**src/rtl/bin_to_bcd_seq_pkg.sv**
```systemverilog
`default_nettype none
// ============================================================================
// Package     : bcd_pkg
// Description : Shared types and constants for the sequential binary-to-BCD
//               converter: FSM state encoding, digit geometry, saturation
//               value and the leading-zero blanking helper.
// Revision    : 1.0  initial release
// ============================================================================
package bcd_pkg;

  typedef enum logic [1:0] {
    IDLE   = 2'd0,
    SHIFT  = 2'd1,
    FINISH = 2'd2
  } state_t;

  localparam int          MAX_VALUE  = 9999;
  localparam int          BCD_W      = 16;
  localparam int          DIGITS     = 4;
  localparam logic [3:0]  BLANK_CODE = 4'hF;
  // Digit pattern shown when the input exceeds the displayable range.
  localparam logic [15:0] SAT_DIGITS = 16'h9999;

  // Replace leading zero digits above the ones digit with BLANK_CODE.
  // The ones digit is always shown so a value of zero still displays "0".
  function automatic logic [BCD_W-1:0] blank_leading(input logic [BCD_W-1:0] bcd);
    logic [BCD_W-1:0] r;
    r = bcd;
    if (bcd[15:12] == 4'd0) begin
      r[15:12] = BLANK_CODE;
      if (bcd[11:8] == 4'd0) begin
        r[11:8] = BLANK_CODE;
        if (bcd[7:4] == 4'd0) begin
          r[7:4] = BLANK_CODE;
        end
      end
    end
    return r;
  endfunction

endpackage
`default_nettype wire

```
**src/rtl/bin_to_bcd_seq_add3.sv**
```systemverilog
`default_nettype none
// ============================================================================
// Module      : bcd_add3
// Description : Combinational BCD nibble corrector for shift-and-add-3.
//               A nibble of 5 or more gets +3 so that the following left
//               shift carries correctly into the next decimal digit.
// Ports       : i_nib  in  4  BCD nibble before correction
//               o_nib  out 4  corrected nibble
// Revision    : 1.0  initial release
// ============================================================================
module bcd_add3 (
  input  logic [3:0] i_nib,
  output logic [3:0] o_nib
);

  // For valid digits (0..9) the sum is at most 12, so 4 bits suffice.
  assign o_nib = (i_nib >= 4'd5) ? (i_nib + 4'd3) : i_nib;

endmodule
`default_nettype wire

```
**src/rtl/bin_to_bcd_seq.sv**
```systemverilog
`default_nettype none
// ============================================================================
// Module      : bin_to_bcd_seq
// Description : Sequential binary-to-BCD converter (shift-and-add-3).
//               Latches bin on an accepted start, runs BIN_W iterations and
//               then updates the registered digit outputs together with a
//               one-cycle done pulse. Inputs above MAX_VALUE saturate to 9999
//               with ovf set.
// Config      : BCD_BLANK_LEADING_EN - when defined, leading zero digits above
//               d1 are replaced by BLANK_CODE (4'hF) on done.
// Parameters  : BIN_W      binary input width (legal 4..14)
//               MAX_VALUE  largest displayable value
// Ports       : clk    in   1      system clock, rising edge
//               reset  in   1      asynchronous active-high reset
//               start  in   1      conversion request, sampled in IDLE only
//               bin    in   BIN_W  unsigned value latched with start
//               busy   out  1      conversion in progress
//               done   out  1      one-cycle pulse, results valid from here
//               ovf    out  1      last accepted value exceeded MAX_VALUE
//               d1..d4 out  4      ones, tens, hundreds, thousands digits
// Revision    : 1.0  initial release
// ============================================================================
module bin_to_bcd_seq
  import bcd_pkg::*;
#(
  parameter int BIN_W     = 14,
  parameter int MAX_VALUE = bcd_pkg::MAX_VALUE
) (
  input  logic             clk,
  input  logic             reset,
  input  logic             start,
  input  logic [BIN_W-1:0] bin,
  output logic             busy,
  output logic             done,
  output logic             ovf,
  output logic [3:0]       d1,
  output logic [3:0]       d2,
  output logic [3:0]       d3,
  output logic [3:0]       d4
);

  localparam int c_cnt_w = $clog2(BIN_W + 1);
  localparam int c_sr_w  = BCD_W + BIN_W;

  state_t              r_state;
  state_t              w_state_nxt;
  logic [c_cnt_w-1:0]  r_cnt;
  logic [c_sr_w-1:0]   r_sr;
  logic [c_sr_w-1:0]   w_sr_cat;
  logic [c_sr_w-1:0]   w_sr_nxt;
  logic [BCD_W-1:0]    w_adj;
  logic [BCD_W-1:0]    w_raw;
  logic [BCD_W-1:0]    w_fmt;
  logic [BCD_W-1:0]    r_digits;
  logic                r_sat;
  logic                r_ovf;
  logic                w_accept;
  logic                w_last;

  assign w_accept = (r_state == IDLE) && start;
  // The final iteration's result is captured straight into the output
  // registers on the same edge that moves the FSM to FINISH.
  assign w_last   = (r_state == SHIFT) && (r_cnt == c_cnt_w'(1));

  // --------------------------------------------------------------------------
  // Shift datapath: correct every BCD nibble, then shift {bcd, bin} left.
  // --------------------------------------------------------------------------
  for (genvar i = 0; i < DIGITS; i++) begin : g_add3
    bcd_add3 u_add3 (
      .i_nib (r_sr[BIN_W + 4*i +: 4]),
      .o_nib (w_adj[4*i +: 4])
    );
  end

  assign w_sr_cat = {w_adj, r_sr[BIN_W-1:0]};
  // The bit shifted out of the top only matters for out-of-range inputs,
  // which are saturated anyway.
  assign w_sr_nxt = w_sr_cat << 1;
  assign w_raw    = w_sr_nxt[BIN_W +: BCD_W];

`ifdef BCD_BLANK_LEADING_EN
  assign w_fmt = blank_leading(w_raw);
`else
  assign w_fmt = w_raw;
`endif

  // --------------------------------------------------------------------------
  // FSM
  // --------------------------------------------------------------------------
  always_ff @(posedge clk or posedge reset) begin
    if (reset) begin
      r_state <= IDLE;
    end else begin
      r_state <= w_state_nxt;
    end
  end

  always_comb begin
    w_state_nxt = r_state;
    busy        = 1'b0;
    done        = 1'b0;
    case (r_state)
      IDLE: begin
        if (start) begin
          w_state_nxt = SHIFT;
        end
      end
      SHIFT: begin
        busy = 1'b1;
        if (r_cnt == c_cnt_w'(1)) begin
          w_state_nxt = FINISH;
        end
      end
      FINISH: begin
        done        = 1'b1;
        w_state_nxt = IDLE;
      end
      default: begin
        w_state_nxt = IDLE;
      end
    endcase
  end

  // --------------------------------------------------------------------------
  // Datapath and output registers
  // --------------------------------------------------------------------------
  always_ff @(posedge clk or posedge reset) begin
    if (reset) begin
      r_sr     <= '0;
      r_cnt    <= '0;
      r_sat    <= 1'b0;
      r_digits <= '0;
      r_ovf    <= 1'b0;
    end else begin
      if (w_accept) begin
        r_sr  <= {{BCD_W{1'b0}}, bin};
        r_cnt <= c_cnt_w'(BIN_W);
        r_sat <= (32'(bin) > 32'(MAX_VALUE));
      end else if (r_state == SHIFT) begin
        r_sr  <= w_sr_nxt;
        r_cnt <= r_cnt - c_cnt_w'(1);
      end
      if (w_last) begin
        r_digits <= r_sat ? SAT_DIGITS : w_fmt;
        r_ovf    <= r_sat;
      end
    end
  end

  assign ovf = r_ovf;
  assign d1  = r_digits[3:0];
  assign d2  = r_digits[7:4];
  assign d3  = r_digits[11:8];
  assign d4  = r_digits[15:12];

endmodule
`default_nettype wire

```
**config.mk**
```make
export PLATFORM = sky130hd
export DESIGN_NAME = bin_to_bcd_seq
export DESIGN_NICKNAME = d
export VERILOG_FILES = /design/src/rtl/bin_to_bcd_seq_pkg.sv /design/src/rtl/bin_to_bcd_seq_add3.sv /design/src/rtl/bin_to_bcd_seq.sv
export SDC_FILE = /design/constraint.sdc
export NUM_CORES = 1
export LEC_CHECK = 0
export ABC_AREA = 1
export CORE_MARGIN = 8
export CORE_UTILIZATION = 25
export CTS_BUF_LIST = sky130_fd_sc_hd__clkbuf_8
export DETAILED_ROUTE_END_ITERATION = 7
export GPL_TIMING_DRIVEN = 0
export SYNTH_ARGS = -nofsm -noshare
export SYNTH_HDL_FRONTEND = slang
export SYNTH_SLANG_ARGS = --single-unit
```
**constraint.sdc**
```tcl
create_clock -name clk -period 2.32 [get_ports clk]
set_input_delay 0.464 -clock clk [delete_from_list [all_inputs] [get_ports clk]]
set_output_delay 0.464 -clock clk [all_outputs]
set_load 0.005 [all_outputs]
```
==> metrics.yaml <==
ys_ff_latch: 54
period_needed_ps: 2120
grt_pass1_wl_um: 10500
synth_cells: 333
max-slew-margin-rel: 0.632
vias: 2202
startpoint_type: "flip-flop"
dp_slack_ps: 286
cts_made_buffers: 5
dieHeight_um: 120
finalInstanceArea_um2: 3320
finClkSkew_ps: 6.01
drive_above_1_share: 0.0800
nFillCells: 1132
synth_top_area_share: 0.500
final_common_cell: "nand2_1"
path_class: "flip-flop to output pin"
drv_slew: 0
drt_drc_violations_left: 0
p_per_area_nw_per_um2: 1230
ys_top_cells_by_area: "dfrtp_1 50%, nand2_1 18%, inv_1 4.9%"
setup_ws_ps: 202
cts_tree: "built"
dieArea_um2: 14400
cp_max_fo: 12
area_delta_synth_final_pct: 22.9
worst_ep_arrival_time_ps: 1650
ios: 36
r2r_cells: 9
ir_drop_v: 0.000342
synth_cell_type_count: 26
clk_latency_ps: 300
finalSetupTns_ps: 0
dp_hpwl_um: 4660
wl_per_cell_um: 12.1
clkSlewWorstSetupHoldPaths_ps: 90
synth-seq-area-share: 0.500
clock.fmax_ghz: 0.472
hold_start: "r_digits[6]"
yosys_warnings: 0
p_leak_nw: 1.67
tightest_slew_ps: 551
overflow: 0
status: "finished clean"
htree_levels: 2
critPathCaptureType: "output pin"
yosys.area.top_type: "dfrtp_1"
cts_setup_buffers: 0
synthesis.area_um2: 2700
min_path_type: "flip-flop to flip-flop"
placed_cell_area_um2: 3250
drt_iter0_drc: 124
whs_ps: 484
grt_max_degree: 31
reg2reg_to: "r_digits[10]"
whs_path_depth: 2
cts.sinks: 54
antenna_found_initial: 0
core_um2: 10700
final_cell_mix: "128 x nand2_1, 54 x dfrtp_1, 35 x clkdlybuf4s50_1, 34 x inv_1, 26 x nand3_1"
power_mw: 4.07
drtAntennaViolNets: 0
grt_pass1_vias: 2280
cts_root_buf: "clkbuf_8"
dieWidth_um: 120
antenna_cells: 0
nets: 402
cts_buffer_depth: 2
rrSetupSlack_ps: 680
gp_congestion: 0.787
wl_um: 6220
grtUsageTotal: 0.0904
ctsHoldBuffers: 0
rr_startpoint: "r_sr[22]"
start_util: 0.253
rsz0062_at_grt: "no"
row_count: 38
min_to: "r_digits[6]"
finalHoldViolCount: 0
maxCapViolCount: 0
required_ps: 1860
period_share: 0.913
syn_area_per_cell_um2: 8.12
finalSetupViolations: 0
synthesis.nets: 360
post_cts_resized: 0
via_per_inst: 4.28
dr.pass1.iters: 4
io_buffers: 35
[power by group]
group          switching (mW)  internal (mW)
logic                    1.10          0.859
registers               0.255           1.36
clock network           0.296          0.204
[cell usage after synthesis]
| master | n |
|---|---|
| nand2_8 | 1 |
| o211ai_1 | 3 |
| buf_12 | 1 |
| nand2_2 | 3 |
| dfrtp_1 | 54 |
| ha_1 | 10 |
| buf_4 | 2 |
| nand4_1 | 3 |
| inv_2 | 3 |
| nand2_1 | 128 |
| buf_6 | 4 |
| nor2_1 | 23 |
| o22ai_1 | 5 |
| o21ai_1 | 1 |
| o221ai_1 | 1 |
| a21oi_1 | 5 |
| inv_1 | 35 |
| buf_2 | 3 |
| nor2_2 | 1 |
| nand3_4 | 1 |
| nand2_4 | 1 |
| o21ai_0 | 16 |
| a21oi_2 | 1 |
| inv_6 | 1 |
| nand3_1 | 26 |
| a22o_1 | 1 |
[flip-flops by register name (all words and copies together) (netlist names)]
register,cells
r_sr,30
r_digits,16
r_cnt,4
r_state,2
ovf,1
r_sat,1
[kinds of logic after synthesis]
kind of cell | count (synthesis) | share of synthesized area
simple gates | 187 | 0.292
compound gates | 33 | 0.0704
fa+ha+maj | 10 | 0.0463
buf+inv | 49 | 0.0912
flops | 54 | 0.500
[critical path, cell delays in order, from the launching register on]
cell and delay (ps):
dfrtp_1 400, inv_2 80, nand2_2 60, buf_6 160
inv_6 130, clkdlybuf4s50_1 530
[per-layer routing]
| metal | share of wire | up-vias | track usage | wire [um] |
|---|---|---|---|---|
| met5 | 0 | - | 0 | 0 |
| met4 | 0.021 | 0 | 0.0336 | 128 |
| met3 | 0.059 | 12 | 0.0296 | 366 |
| met2 | 0.49 | 42 | 0.157 | 3020 |
| met1 | 0.43 | 1018 | 0.101 | 2700 |
| li1 | - | 1130 | - | - |
[cell type report]
cell class | count | area (um^2) | area share
clock inverter | 2 | 10.0 | 0.00301
buffer | 9 | 90.1 | 0.0271
sequential | 54 | 1350 | 0.407
timing repair buffer | 36 | 370 | 0.111
tap | 140 | 175 | 0.0527
multi-input combinational | 230 | 1100 | 0.333
clock buffer | 5 | 68.8 | 0.0207
inverter | 39 | 151 | 0.0456
[metrics by stage]
step	instances	util
5_1_grt	515	0.311
3_5_place_dp	509	0.304
3_3_place_gp	508	0.302
4_1_cts	515	0.311
6_report	515	0.311
2_1_floorplan	333	-
[worst max path at each step]
stage	from	end	cells past startpoint
global placement	reset	r_digits[2]	2
detailed placement	r_state[1]	busy	6
floorplan	reset	ovf	1
finish	r_state[1]	busy	5
CTS	r_state[1]	busy	5
global route	r_state[1]	busy	5
No activity file was read; power rests on OpenSTA's default activity.
